$ cat src/rtl/vend_pkg.sv
// Shared types, default pricing and helpers for the multi-item vending controller.
package vend_pkg;

  typedef enum logic {IDLE, CREDIT} vend_state_e;

  localparam int DEF_NUM_ITEMS = 4;
  localparam int DEF_AMT_W     = 8;
  localparam logic [DEF_NUM_ITEMS*DEF_AMT_W-1:0] DEF_PRICES = {8'd25, 8'd20, 8'd15, 8'd10};

  // Widest price vector supported: 15 items of up to 16 bits each.
  localparam int PRICE_VEC_W = 15 * 16;

  // Price of item idx (1-based) from a zero-extended packed price vector.
  function automatic logic [15:0] price_of(input logic [PRICE_VEC_W-1:0] prices,
                                           input int amtW, input int idx);
    logic [PRICE_VEC_W-1:0] shifted;
    shifted = prices >> ((idx - 1) * amtW);
    return shifted[15:0] & 16'((32'd1 << amtW) - 32'd1);
  endfunction

endpackage

$ cat src/rtl/vend_stock_bank.sv
// Per-item stock counters: decrement on vend, saturating restock, sold-out flags.
module vend_stock_bank #(
  parameter int NUM_ITEMS  = 4,
  parameter int STOCK_W    = 4,
  parameter int INIT_STOCK = 5,
  parameter int SEL_W      = 3
) (
  input  logic                 clk_i,
  input  logic                 clear_i,
  input  logic                 dec_i,
  input  logic                 inc_i,
  input  logic [SEL_W-1:0]     idx_i,
  output logic [NUM_ITEMS-1:0] sold_out_o
);

  localparam logic [STOCK_W-1:0] STOCK_MAX  = '1;
  localparam logic [STOCK_W-1:0] STOCK_INIT = STOCK_W'(INIT_STOCK);

  logic [STOCK_W-1:0] stock_q [NUM_ITEMS];

  always_ff @(posedge clk_i) begin
    if (clear_i) begin
      for (int i = 0; i < NUM_ITEMS; i++) stock_q[i] <= STOCK_INIT;
    end else begin
      for (int i = 0; i < NUM_ITEMS; i++) begin
        if (idx_i == SEL_W'(i + 1)) begin
          if (dec_i && stock_q[i] != '0)
            stock_q[i] <= stock_q[i] - 1'b1;
          else if (inc_i && stock_q[i] != STOCK_MAX)
            stock_q[i] <= stock_q[i] + 1'b1;
        end
      end
    end
  end

  for (genvar g = 0; g < NUM_ITEMS; g++) begin : g_sold
    assign sold_out_o[g] = (stock_q[g] == '0);
  end

endmodule

$ cat src/rtl/multi_vend_ctrl.sv
// Multi-item vending controller: saturating credit, priced vends, change and refund.
// Optional per-item stock tracking is built when VEND_STOCK_EN is defined.
module multi_vend_ctrl
   import vend_pkg::*;
#(
   parameter int NUM_ITEMS  = DEF_NUM_ITEMS,
   parameter int AMT_W      = DEF_AMT_W,
   parameter logic [NUM_ITEMS*AMT_W-1:0] PRICES = DEF_PRICES,
   parameter int MAX_CREDIT = 255,
   parameter int STOCK_W    = 4,
   parameter int INIT_STOCK = 5
) (
   input  logic                                clk,
   input  logic                                clear,
   input  logic [AMT_W-1:0]                    coin,
   input  logic [$clog2(NUM_ITEMS+1)-1:0]      sel,
   input  logic                                cancel,
`ifdef VEND_STOCK_EN
   input  logic                                restock,
`endif
   output logic [AMT_W-1:0]                    total,
   output logic [AMT_W-1:0]                    exchange,
   output logic [NUM_ITEMS-1:0]                avail,
   output logic [NUM_ITEMS-1:0]                sold_out,
   output logic                                vend_valid,
   output logic [$clog2(NUM_ITEMS+1)-1:0]      vend_item,
   output logic                                coin_rej,
   output logic                                sel_err
);

   localparam int SEL_W = $clog2(NUM_ITEMS + 1);
   localparam logic [PRICE_VEC_W-1:0] PRICE_EXT    = PRICE_VEC_W'(PRICES);
   localparam logic [AMT_W:0]         CREDIT_LIMIT = (AMT_W + 1)'(MAX_CREDIT);

   vend_state_e state_q, state_d;
   logic [AMT_W-1:0] total_q, total_d, exchange_q, exchange_d;
   logic vendValid_q, vendValid_d, coinRej_q, coinRej_d, selErr_q, selErr_d;
   logic [SEL_W-1:0] vendItem_q, vendItem_d;

   logic [AMT_W-1:0] priceArr [NUM_ITEMS];
   logic [NUM_ITEMS-1:0] inStock, soldOut;
   logic [AMT_W-1:0] selPrice;
   logic selInStock, selValid, restockReq;
   logic [AMT_W:0] coinSum;

   // Per-item price lookup and affordability from the registered credit.
   for (genvar g = 0; g < NUM_ITEMS; g++) begin : g_price
      assign priceArr[g] = AMT_W'(price_of(PRICE_EXT, AMT_W, g + 1));
      assign avail[g]    = (total_q >= priceArr[g]) && inStock[g];
   end

`ifdef VEND_STOCK_EN
   logic stockDec, stockInc;
   assign restockReq = restock;
   assign stockDec   = vendValid_d;
   assign stockInc   = restock && selValid && !cancel;

   // Stock bank tracks per-item counts and raises sold-out flags.
   vend_stock_bank #(
      .NUM_ITEMS (NUM_ITEMS),
      .STOCK_W   (STOCK_W),
      .INIT_STOCK(INIT_STOCK),
      .SEL_W     (SEL_W)
   ) u_stock (
      .clk_i     (clk),
      .clear_i   (clear),
      .dec_i     (stockDec),
      .inc_i     (stockInc),
      .idx_i     (sel),
      .sold_out_o(soldOut)
   );
   assign inStock = ~soldOut;
`else
   assign restockReq = 1'b0;
   assign soldOut    = '0;
   assign inStock    = '1;
`endif

   assign selValid = (sel != '0) && (sel <= SEL_W'(NUM_ITEMS));
   assign coinSum  = {1'b0, total_q} + {1'b0, coin};

   // Decode the selected item's price and stock availability.
   always_comb begin
      selPrice   = '0;
      selInStock = 1'b0;
      for (int i = 0; i < NUM_ITEMS; i++) begin
         if (sel == SEL_W'(i + 1)) begin
            selPrice   = priceArr[i];
            selInStock = inStock[i];
         end
      end
   end

   // Priority: cancel, then restock, then selection, then coin; clear is in the register.
   always_comb begin
      state_d     = state_q;
      total_d     = total_q;
      exchange_d  = exchange_q;
      vendValid_d = 1'b0;
      vendItem_d  = '0;
      coinRej_d   = 1'b0;
      selErr_d    = 1'b0;
      if (cancel) begin
         exchange_d = total_q;
         total_d    = '0;
         state_d    = IDLE;
         coinRej_d  = (coin != '0);
      end else if (restockReq && selValid) begin
         coinRej_d = (coin != '0);
      end else if (sel != '0) begin
         coinRej_d = (coin != '0);
         if (selValid && total_q >= selPrice && selInStock) begin
            vendValid_d = 1'b1;
            vendItem_d  = sel;
            exchange_d  = total_q - selPrice;
            total_d     = '0;
            state_d     = IDLE;
         end else begin
            selErr_d = 1'b1;
         end
      end else if (coin != '0) begin
         if (coinSum <= CREDIT_LIMIT) begin
            total_d    = coinSum[AMT_W-1:0];
            exchange_d = '0;
            state_d    = CREDIT;
         end else begin
            coinRej_d = 1'b1;
         end
      end
   end

   // State and output registers with synchronous clear.
   always_ff @(posedge clk) begin
      if (clear) begin
         state_q     <= IDLE;
         total_q     <= '0;
         exchange_q  <= '0;
         vendValid_q <= 1'b0;
         vendItem_q  <= '0;
         coinRej_q   <= 1'b0;
         selErr_q    <= 1'b0;
      end else begin
         state_q     <= state_d;
         total_q     <= total_d;
         exchange_q  <= exchange_d;
         vendValid_q <= vendValid_d;
         vendItem_q  <= vendItem_d;
         coinRej_q   <= coinRej_d;
         selErr_q    <= selErr_d;
      end
   end

   assign total      = total_q;
   assign exchange   = exchange_q;
   assign sold_out   = soldOut;
   assign vend_valid = vendValid_q;
   assign vend_item  = vendItem_q;
   assign coin_rej   = coinRej_q;
   assign sel_err    = selErr_q;

endmodule

$ cat config.mk
export PLATFORM = sky130hd
export DESIGN_NAME = multi_vend_ctrl
export DESIGN_NICKNAME = d
export VERILOG_FILES = /design/src/rtl/vend_pkg.sv /design/src/rtl/vend_stock_bank.sv /design/src/rtl/multi_vend_ctrl.sv
export SDC_FILE = /design/constraint.sdc
export NUM_CORES = 1
export LEC_CHECK = 0
export BUFFER_PORTS_ARGS = -buffer_cell sky130_fd_sc_hd__buf_2
export CAP_MARGIN = 20
export CORE_ASPECT_RATIO = 0.5
export CORE_MARGIN = 5
export CORE_UTILIZATION = 45
export DETAILED_ROUTE_END_ITERATION = 7
export GPL_TIMING_DRIVEN = 0
export PLACE_DENSITY = 0.69
export SLEW_MARGIN = 10
export SYNTH_ARGS = -nofsm -noshare
export SYNTH_HDL_FRONTEND = slang
export SYNTH_HIERARCHICAL = 1
export SYNTH_SLANG_ARGS = --single-unit
$ cat constraint.sdc
create_clock -name clk -period 3.4 [get_ports clk]
set_input_delay 0.34 -clock clk [delete_from_list [all_inputs] [get_ports clk]]
set_output_delay 0.34 -clock clk [all_outputs]
set_load 0.03 [all_outputs]
==> reports/summary.txt, run 1 <==
Worst Tran Pin Value -> 0.661 ns
total of max-cap violations -> 0
ys async rst share -> 0
DR vias/cell -> 5.68
DRT iter0 DRCs -> 92
Critical-path top delay cell -> a211oi_2
Crit Reg-Reg Startpoint -> total[0]
Worst-path clk slew -> 0.09 ns
Slowest Stage Delay on Critical Path -> 0.63 ns
instance count on the critical path -> 12
power density cells -> 341 mW/mm²
sequential share of the synthesized area -> 0.255
clock buffer depth -> 2
setup slack, reg-to-reg -> 0.70 ns
final setup skew -> 0.00612 ns
synthesized flop and latch total -> 22
routed wire length -> 4670 µm
I/O pins -> 44
DIE HEIGHT -> 53.8 µm
Die Wd -> 97.6 µm
first-pass GRT wire length -> 7630 µm
critical path, cell by cell -> buf_2, nor2_1, ha_1, a31o_2, ha_1, inv_1, fa_1, a211o_1, o211ai_1, a211oi_2, a31oi_1, a221oi_2
vias in the first global route -> 1611
worst skew pair latency -> 0.27 ns
slew margin rel. -> 0.559
Worst Hold Path Cells -> 3
Core ar. -> 0.00357 mm²
area grow syn2layout -> 19.8%
H-tree levels -> 1
delay-heaviest family, CP -> compound AO/OA/AOI/OAI gates
Syn. warnings -> 6
share of layout cells above drive strength 1 -> 0.273
DRT Pass-1 Iters -> 7
Final Critical Period -> 2.83 ns
Post-DRT Antenna Nets -> 0
arrival time worst endpoint -> 3.03 ns
# DRC -> 1
post-CTS resize count -> 0
WP buf/inv -> 2
GRT Total Usage -> 0.182
Post-synth EDFFs -> 0
setup TNS -> 0 ns
CP Class -> primary input to flop
Die Area -> 0.00525 mm²
final setup fails -> 0
max-slew violations -> 0
Hold Buf Count CTS -> 0
hold_sp -> sel[0]
commonest cells after routing, fill and taps aside -> buf_2 (39), dfxtp_1 (22), nand2_1 (17)
clock sinks -> 22
Data required, critical path -> 3.59 ns
Pleak -> 0.916 nW
VDD IR-drop max -> 159 µV
TritonCTS clock tree -> yes
Inserted Diodes -> 0
status -> finished, violations left
max frequency -> 353 MHz
routability cong. -> 0.878
Top FF cell, synth -> dfxtp_1
Hold Crit Class -> primary input to flop
failing checks -> DRC
Crit. End Element -> flop
Row Count -> 15
via count -> 1703
most used cell, CP -> ha_1
CP Max Fanout -> 10
Hold Fails Final Rpt -> 0
Synth cell types -> 54
NumNets Final -> 281
initial antenna violation count -> 0
worst r2r path cells -> 9
mapped cell area -> 0.00173 mm²
startpoint type of the worst setup path -> primary input
RR Endpoint -> exchange[4]
Worst Hold End -> vend_item[0]
Routed WL per cell -> 15.6 µm
DP HPWL -> 3530 µm
Final Util -> 0.580
root buffer cell -> clkbuf_8
initial core utilization -> 0.484
period utilization -> 0.833
Mapped Cells -> 203
pin count of the biggest net entering global routing -> 14
Post-CTS Setup Repair Bufs -> 0
IO Port Bufs -> 39
remaining global-route overflow -> 0
Mean Syn Cell Area -> 8.50 µm²
Num CTS Buffers -> 3
most common cell after layout, fill and taps aside -> buf_2
RSZ-0062 raised after global routing -> false
cells in the mapped netlist (all sizes together) (5+ instances only):
library cell | count | share of area
a21oi | 17 | 0.054
ha | 15 | 0.11
o21ai | 6 | 0.017
inv | 12 | 0.026
nand3 | 18 | 0.061
xor2 | 6 | 0.030
buf | 7 | 0.040
nand2 | 17 | 0.037
nor3 | 6 | 0.017
clkbuf | 5 | 0.011
dfxtp | 22 | 0.26
nor2 | 10 | 0.022
logic make-up (layout without fill, tap and decap cells):
logic type,after synthesis,count (layout),synth area share
and+or+nand+nor,71,71,0.222
AOI/OAI and AO/OA,61,61,0.276
buffers and inverters,24,67,0.0769
DFF,22,22,0.255
adders and majority gates,17,17,0.132
xor gates and xnor gates,7,7,0.0355
other,1,4,0.00217
layer usage:
| metal | wire length, µm | GRT usage | vias up |
|---|---|---|---|
| met5 | 0 | 0 | - |
| met4 | 55 | 0.0621 | 0 |
| met3 | 330 | 0.0505 | 6 |
| met2 | 2150 | 0.317 | 61 |
| met1 | 2130 | 0.224 | 786 |
| li1 | - | - | 850 |
registers in the layout, summed over array words and instances, names as in the netlist:
register    flops
coin_rej        1
total           8
sel_err         1
exchange        8
vend_item       3
vend_valid      1
cell type report:
cell class / instances / area [µm²]
flip-flops and latches: 22 / 440
repair buffers: 39 / 195
fillers: 326 / 1500
clock inverters: 1 / 30.0
plain buffers: 12 / 87.6
inverters: 12 / 45.0
well taps: 51 / 63.8
clock buffers: 3 / 41.3
multi-input cells: 160 / 1160
power breakdown:
group          leakage [nW]  switching [mW]  internal [mW]
logic                 0.701           0.111         0.0661
registers             0.179         0.00518          0.266
clock network        0.0357          0.0992          0.158
how the worst max path moves through the flow:
stage | end | start
2_1_floorplan | total[1] | sel[1]
3_3_place_gp | exchange[4] | sel[1]
3_5_place_dp | exchange[4] | sel[1]
4_1_cts | exchange[4] | sel[1]
5_1_grt | exchange[4] | sel[1]
6_report | exchange[4] | sel[1]
through the flow:
stage	instance area (µm²)	worst slack [ns]	std cells	total power, mW	hold WS (ns)
floorplan	1740	0.839	206	0.407	0.481
global placement	2000	0.412	296	0.447	0.469
detailed placement	2000	0.347	296	0.451	0.476
CTS	2070	0.617	300	0.698	0.380
global route	2070	0.378	300	0.731	0.389
finish	2070	0.566	300	0.704	0.374
tightest hold or removal path: stages:
cell	delay (ns)
buf_2	0.13
inv_1	0.08
nor3_1	0.05
(Power assumes the default switching activity.)
==> run 2: changes to the inputs <==
Settings changed: PLACE_DENSITY 0.69 to 0.72.
Clock period 3.4 ns to 2.6 ns, I/O delays scaled along.
==> run 2 against run 1 <==
Compared with the run above: the flow now finishes without violations; non-clock buffer count grew 5; sequential cell count is the same; core utilization up 2.7 points; global-route usage decreased by 0.30 points; die area is the same; highest routed layer unchanged.
==> reports/summary.txt, run 2 (same netlist as run 1, synthesis figures left out) <==
Final Critical Period -> 2.50 ns
Worst-path clk slew -> 0.09 ns (about the same)
clock sinks -> 22 (unchanged)
NumNets Final -> 287 (was 281)
share of layout cells above drive strength 1 -> 0.314 (was 0.273)
H-tree levels -> 1 (unchanged)
remaining global-route overflow -> 0 (unchanged)
I/O pins -> 44 (unchanged)
max frequency -> 401 MHz
final instance area -> 0.00216 mm² (was 0.00207 mm²)
period utilization -> 0.960
RSZ-0062 raised after global routing -> true (was false)
delay-heaviest family, CP -> compound AO/OA/AOI/OAI gates (unchanged)
Hold Crit Class -> primary input to flop (unchanged)
Pleak -> 0.941 nW (was 0.916 nW)
Worst Tran Pin Value -> 0.865 ns (was 0.661 ns)
final setup margin -> 0.104 ns (was 0.566 ns)
WP buf/inv -> 3 (was 2)
Core ar. -> 0.00357 mm² (unchanged)
total of max-cap violations -> 0 (unchanged)
DRT Pass-1 Iters -> 7 (unchanged)
worst r2r path cells -> 7 (was 9)
instance count on the critical path -> 13 (was 12)
first-pass GRT wire length -> 7530 µm (was 7630 µm)
CP startpoint -> sel[0] (was sel[1])
commonest cells after routing, fill and taps aside -> buf_2 (39), dfxtp_1 (21), nand2_1 (17), nand3_1 (15) (was buf_2 (39), dfxtp_1 (22), nand2_1 (17))
Num CTS Buffers -> 3 (unchanged)
most common cell after layout, fill and taps aside -> buf_2 (unchanged)
IO Port Bufs -> 39 (unchanged)
via count -> 1783 (was 1703)
slew margin rel. -> 0.417 (was 0.559)
worst skew pair latency -> 0.27 ns (about the same)
arrival time worst endpoint -> 2.67 ns (was 3.03 ns)
TritonCTS clock tree -> yes (unchanged)
final setup skew -> 0.00445 ns (was 0.00612 ns)
Data required, critical path -> 2.78 ns (was 3.59 ns)
vias in the first global route -> 1568 (was 1611)
CP Max Fanout -> 9 (was 10)
routed wire length -> 4790 µm (was 4670 µm)
final setup fails -> 0 (unchanged)
DR vias/cell -> 5.83 (was 5.68)
initial antenna violation count -> 0 (unchanged)
most used cell, CP -> a211o_1 (was ha_1)
status -> finished, final reports clean (was finished, violations left)
power density cells -> 432 mW/mm² (was 341 mW/mm²)
# DRC -> 0 (was 1)
initial core utilization -> 0.484 (unchanged)
DP Area -> 0.00200 mm² (unchanged)
Die Wd -> 97.6 µm (unchanged)
root buffer cell -> clkbuf_8 (unchanged)
Die Area -> 0.00525 mm² (unchanged)
CP Class -> primary input to flop (unchanged)
hold_sp -> sel[0] (unchanged)
pin count of the biggest net entering global routing -> 14 (unchanged)
DRT iter0 DRCs -> 78 (was 92)
Hold Buf Count CTS -> 0 (unchanged)
Crit. End Element -> flop (unchanged)
Worst Hold Path Cells -> 3 (unchanged)
Critical-path top delay cell -> fa_2 (was a211oi_2)
GRT Total Usage -> 0.179 (was 0.182)
Crit Reg-Reg Startpoint -> total[0] (unchanged)
Worst Hold End -> vend_item[0] (unchanged)
VDD IR-drop max -> 198 µV (was 159 µV)
Inserted Diodes -> 0 (unchanged)
routability cong. -> 0.892 (was 0.878)
area grow syn2layout -> 25.3% (was 19.8%)
Row Count -> 15 (unchanged)
max-slew violations -> 0 (unchanged)
DP HPWL -> 3570 µm (was 3530 µm)
Slowest Stage Delay on Critical Path -> 0.36 ns (was 0.63 ns)
Routed WL per cell -> 15.6 µm (about the same)
Hold Fails Final Rpt -> 0 (unchanged)
setup slack, reg-to-reg -> 0.11 ns (was 0.70 ns)
Place WS -> -0.344 ns (was 0.347 ns)
RR Endpoint -> total[7] (was exchange[4])
critical path, cell by cell -> buf_2, nor2_4, ha_4, a31o_2, ha_1, inv_1, fa_2, a211o_1, o211ai_1, a211o_1, buf_6, nand3_1, a221oi_2 (was buf_2, nor2_1, ha_1, a31o_2, ha_1, inv_1, fa_1, a211o_1, o211ai_1, a211oi_2, a31oi_1, a221oi_2)
DIE HEIGHT -> 53.8 µm (unchanged)
clock buffer depth -> 2 (unchanged)
startpoint type of the worst setup path -> primary input (unchanged)
Post-DRT Antenna Nets -> 0 (unchanged)
[run 2: cell types whose count changed in the layout (fill, tap and decap cells not counted), sizes merged]
cell,delta
buf,+5
a211oi,+1
[run 2: final cells by class]
cell class	instances	area, µm²
fill	322	1400
multi-input combinational	161	1220
sequential	22	442
timing repair buffer	44	233
buffer	12	87.6
tap	51	63.8
inverter	12	45.0
clock buffer	3	41.3
clock inverter	1	30.0
[run 2: worst max path at each step]
stage	to	slack (ns)
floorplan	total[1]	0.12
global placement	exchange[4]	-0.31
detailed placement	exchange[4]	-0.34
CTS	total[7]	0.02
global route	total[3]	-0.03
finish	exchange[1]	0.10
[run 2: tightest hold or removal path, cell delays in order]
cell and delay [ns]:
buf_2 0.14, inv_1 0.09, nor3_1 0.06
[run 2: power breakdown]
part           switching [mW]  internal, mW
sequential            0.00683         0.347
combinational           0.156        0.0962
clock                   0.122         0.206
[run 2: routing by layer]
metal / global-route usage / vias up / part of all wire
li1: - / 874 / -
met1: 0.231 / 822 / 0.44
met2: 0.319 / 77 / 0.47
met3: 0.0336 / 10 / 0.073
met4: 0.0437 / 0 / 0.010
met5: 0 / - / 0
[run 2: repair_timing]
item                                    in CTS  in global routing
setup buffers                                1                  4
pin swaps                                    0                  6
gates cloned                                 0                  1
endpoints found under the setup margin      15                 19
gates resized for setup                      4                  7
[run 2: per-stage QoR]
step	setup TNS, ns	hold WS [ns]	util	total power, mW	std cells
floorplan	0	0.401	-	0.532	206
global placement	-4.05	0.469	0.560	0.584	296
global route	-0.117	0.335	0.606	0.971	306
CTS	0	0.307	0.586	0.917	301
finish	0	0.317	0.606	0.934	306
detailed placement	-5.08	0.478	0.560	0.590	296
==> run 3: changes to the inputs <==
Settings changed: CORE_ASPECT_RATIO 0.5 to 1.1.
==> run 3 against run 2 <==
Compared with the run above: clock skew shrank 0.0025 ns; core utilization fell by 2.3 points; count of clock-buffer cells in the layout unchanged; setup slack improved by 0.027 ns; combinational power about the same; global-route usage fell by 0.14 points; largest cell class unchanged.
==> reports/summary.txt, run 3 (same netlist as run 1, synthesis figures left out) <==
status -> finished, final reports clean (unchanged)
pin count of the biggest net entering global routing -> 12 (was 14)
I/O pins -> 44 (unchanged)
Slowest Stage Delay on Critical Path -> 0.36 ns (about the same)
Worst-path clk slew -> 0.08 ns (was 0.09 ns)
root buffer cell -> clkbuf_8 (unchanged)
Routed WL per cell -> 15.0 µm (was 15.6 µm)
worst hold slack -> 0.308 ns (was 0.317 ns)
register area -> 442 µm² (unchanged)
Core ar. -> 0.00368 mm² (was 0.00357 mm²)
Pleak -> 0.929 nW (was 0.941 nW)
DP HPWL -> 3420 µm (was 3570 µm)
Die Area -> 0.00517 mm² (was 0.00525 mm²)
Inserted Diodes -> 0 (unchanged)
period utilization -> 0.950 (was 0.960)
routed wire length -> 4580 µm (was 4790 µm)
max frequency -> 405 MHz (was 401 MHz)
Row Count -> 23 (was 15)
total of max-cap violations -> 0 (unchanged)
Crit. End Element -> flop (unchanged)
Final Critical Period -> 2.47 ns (was 2.50 ns)
setup TNS -> 0 ns (unchanged)
vias in the first global route -> 1631 (was 1568)
H-tree levels -> 1 (unchanged)
max-slew violations -> 0 (unchanged)
share of layout cells above drive strength 1 -> 0.318 (was 0.314)
sequential power share -> 0.430 (was 0.379)
WP buf/inv -> 3 (unchanged)
Post-DRT Antenna Nets -> 0 (unchanged)
RR Endpoint -> total[7] (unchanged)
CP Class -> primary input to flop (unchanged)
power density cells -> 383 mW/mm² (was 432 mW/mm²)
CP startpoint -> sel[0] (unchanged)
Data required, critical path -> 2.73 ns (was 2.78 ns)
initial antenna violation count -> 0 (unchanged)
IO Port Bufs -> 39 (unchanged)
switch share -> 0.332 (was 0.305)
Num CTS Buffers -> 3 (unchanged)
area grow syn2layout -> 24.6% (was 25.3%)
clock sinks -> 22 (unchanged)
routability cong. -> 0.866 (was 0.892)
Worst Hold Path Cells -> 3 (unchanged)
GRT Total Usage -> 0.178 (was 0.179)
startpoint type of the worst setup path -> primary input (unchanged)
first-pass GRT wire length -> 7460 µm (was 7530 µm)
CP Max Fanout -> 5 (was 9)
hold_sp -> sel[0] (unchanged)
DRT iter0 DRCs -> 78 (unchanged)
remaining global-route overflow -> 0 (unchanged)
Crit Reg-Reg Startpoint -> total[0] (unchanged)
NumNets Final -> 288 (was 287)
setup slack, reg-to-reg -> 0.19 ns (was 0.11 ns)
Logic pwr share -> 0.311 (was 0.270)
clock buffer depth -> 2 (unchanged)
# DRC -> 0 (unchanged)
instance count on the critical path -> 13 (unchanged)
slew margin rel. -> 0.303 (was 0.417)
Hold Buf Count CTS -> 0 (unchanged)
TritonCTS clock tree -> yes (unchanged)
initial core utilization -> 0.468 (was 0.484)
arrival time worst endpoint -> 2.60 ns (was 2.67 ns)
commonest cells after routing, fill and taps aside -> buf_2 (40), dfxtp_1 (21), nand2_1 (17), a21oi_1 (15), nand3_1 (15) (was buf_2 (39), dfxtp_1 (21), nand2_1 (17), nand3_1 (15))
final setup margin -> 0.131 ns (was 0.104 ns)
Hold Fails Final Rpt -> 0 (unchanged)
area of the multi-input gates -> 0.00123 mm² (was 0.00122 mm²)
final setup skew -> 0.00191 ns (was 0.00445 ns)
Critical-path top delay cell -> fa_2 (unchanged)
Critical Path End -> exchange[3] (was exchange[1])
worst r2r path cells -> 7 (unchanged)
Int Power -> 550 µW (was 649 µW)
final setup fails -> 0 (unchanged)
via count -> 1743 (was 1783)
Net Switching -> 273 µW (was 285 µW)
delay-heaviest family, CP -> compound AO/OA/AOI/OAI gates (unchanged)
DRT Pass-1 Iters -> 4 (was 7)
DR vias/cell -> 5.71 (was 5.83)
# fillers -> 387 (was 322)
Place WS -> -0.400 ns (was -0.344 ns)
VDD IR-drop max -> 151 µV (was 198 µV)
critical path, cell by cell -> buf_2, nor2_4, ha_4, a31o_2, ha_1, inv_1, fa_2, a211o_1, o211ai_1, buf_4, a211oi_4, o2111ai_2, o221ai_1 (was buf_2, nor2_4, ha_4, a31o_2, ha_1, inv_1, fa_2, a211o_1, o211ai_1, a211o_1, buf_6, nand3_1, a221oi_2)
Worst Tran Pin Value -> 1.03 ns (was 0.865 ns)
Clock Power Share -> 0.259 (was 0.351)
RSZ-0062 raised after global routing -> false (was true)
Hold Crit Class -> primary input to flop (unchanged)
most common cell after layout, fill and taps aside -> buf_2 (unchanged)
worst skew pair latency -> 0.26 ns (was 0.27 ns)
Die Wd -> 69.0 µm (was 97.6 µm)
DIE HEIGHT -> 74.9 µm (was 53.8 µm)
[run 3: cell types whose count changed in the layout (fill, tap and decap cells not counted), sizes merged]
cell | previous run | this run
bufinv | 1 | 0
buf | 51 | 52
[run 3: through the flow]
step           power (mW)  instance area (µm²)  std cells  utilization
6_report            0.823                 2150        305        0.584
5_1_grt             0.858                 2150        305        0.584
4_1_cts             0.803                 2060        299        0.559
3_5_place_dp        0.589                 1990        295        0.541
3_3_place_gp        0.587                 1990        295        0.541
2_1_floorplan       0.532                 1740        206            -
[run 3: worst min path at each step]
stage | end | slack [ns]
detailed placement | exchange[0] | 0.47
CTS | vend_item[0] | 0.30
finish | vend_item[0] | 0.31
floorplan | vend_item[0] | 0.40
global route | vend_item[1] | 0.35
global placement | exchange[1] | 0.47
[run 3: worst reg2reg max path: stages, from the launching register on]
cell      delay [ns]
dfxtp_2         0.37
ha_1            0.22
fa_1            0.44
a211oi_2        0.27
o211ai_1        0.20
a211o_2         0.36
buf_4           0.18
o32ai_1         0.27
[run 3: area by class of cell]
class,count,share of cell area
buffer,12,0.0407
clock buffer,3,0.0192
inverter,12,0.0210
multi-input combinational,161,0.574
sequential,22,0.205
tap,50,0.0291
timing repair buffer,45,0.111
[run 3: what timing repair did]
item	in CTS	in global routing
setup buffers	1	4
gates resized for setup	3	9
gates cloned	0	2
setup endpoints to repair	16	18
pin swaps	0	8
hold endpoints to repair	0	0
[run 3: per-layer routing]
metal  share of wire  track usage
met5               0            0
met4           0.024       0.0738
met3           0.060       0.0347
met2            0.47        0.321
met1            0.44        0.210
[run 3: power groups by stage]
stage	Sequential, mW	Combinational, mW	Clock, mW
after floorplan	0.382	0.149	0
after global placement	0.362	0.225	0
after detailed placement	0.362	0.227	0
after CTS	0.354	0.234	0.215
after global routing	0.355	0.279	0.224
final	0.354	0.256	0.213
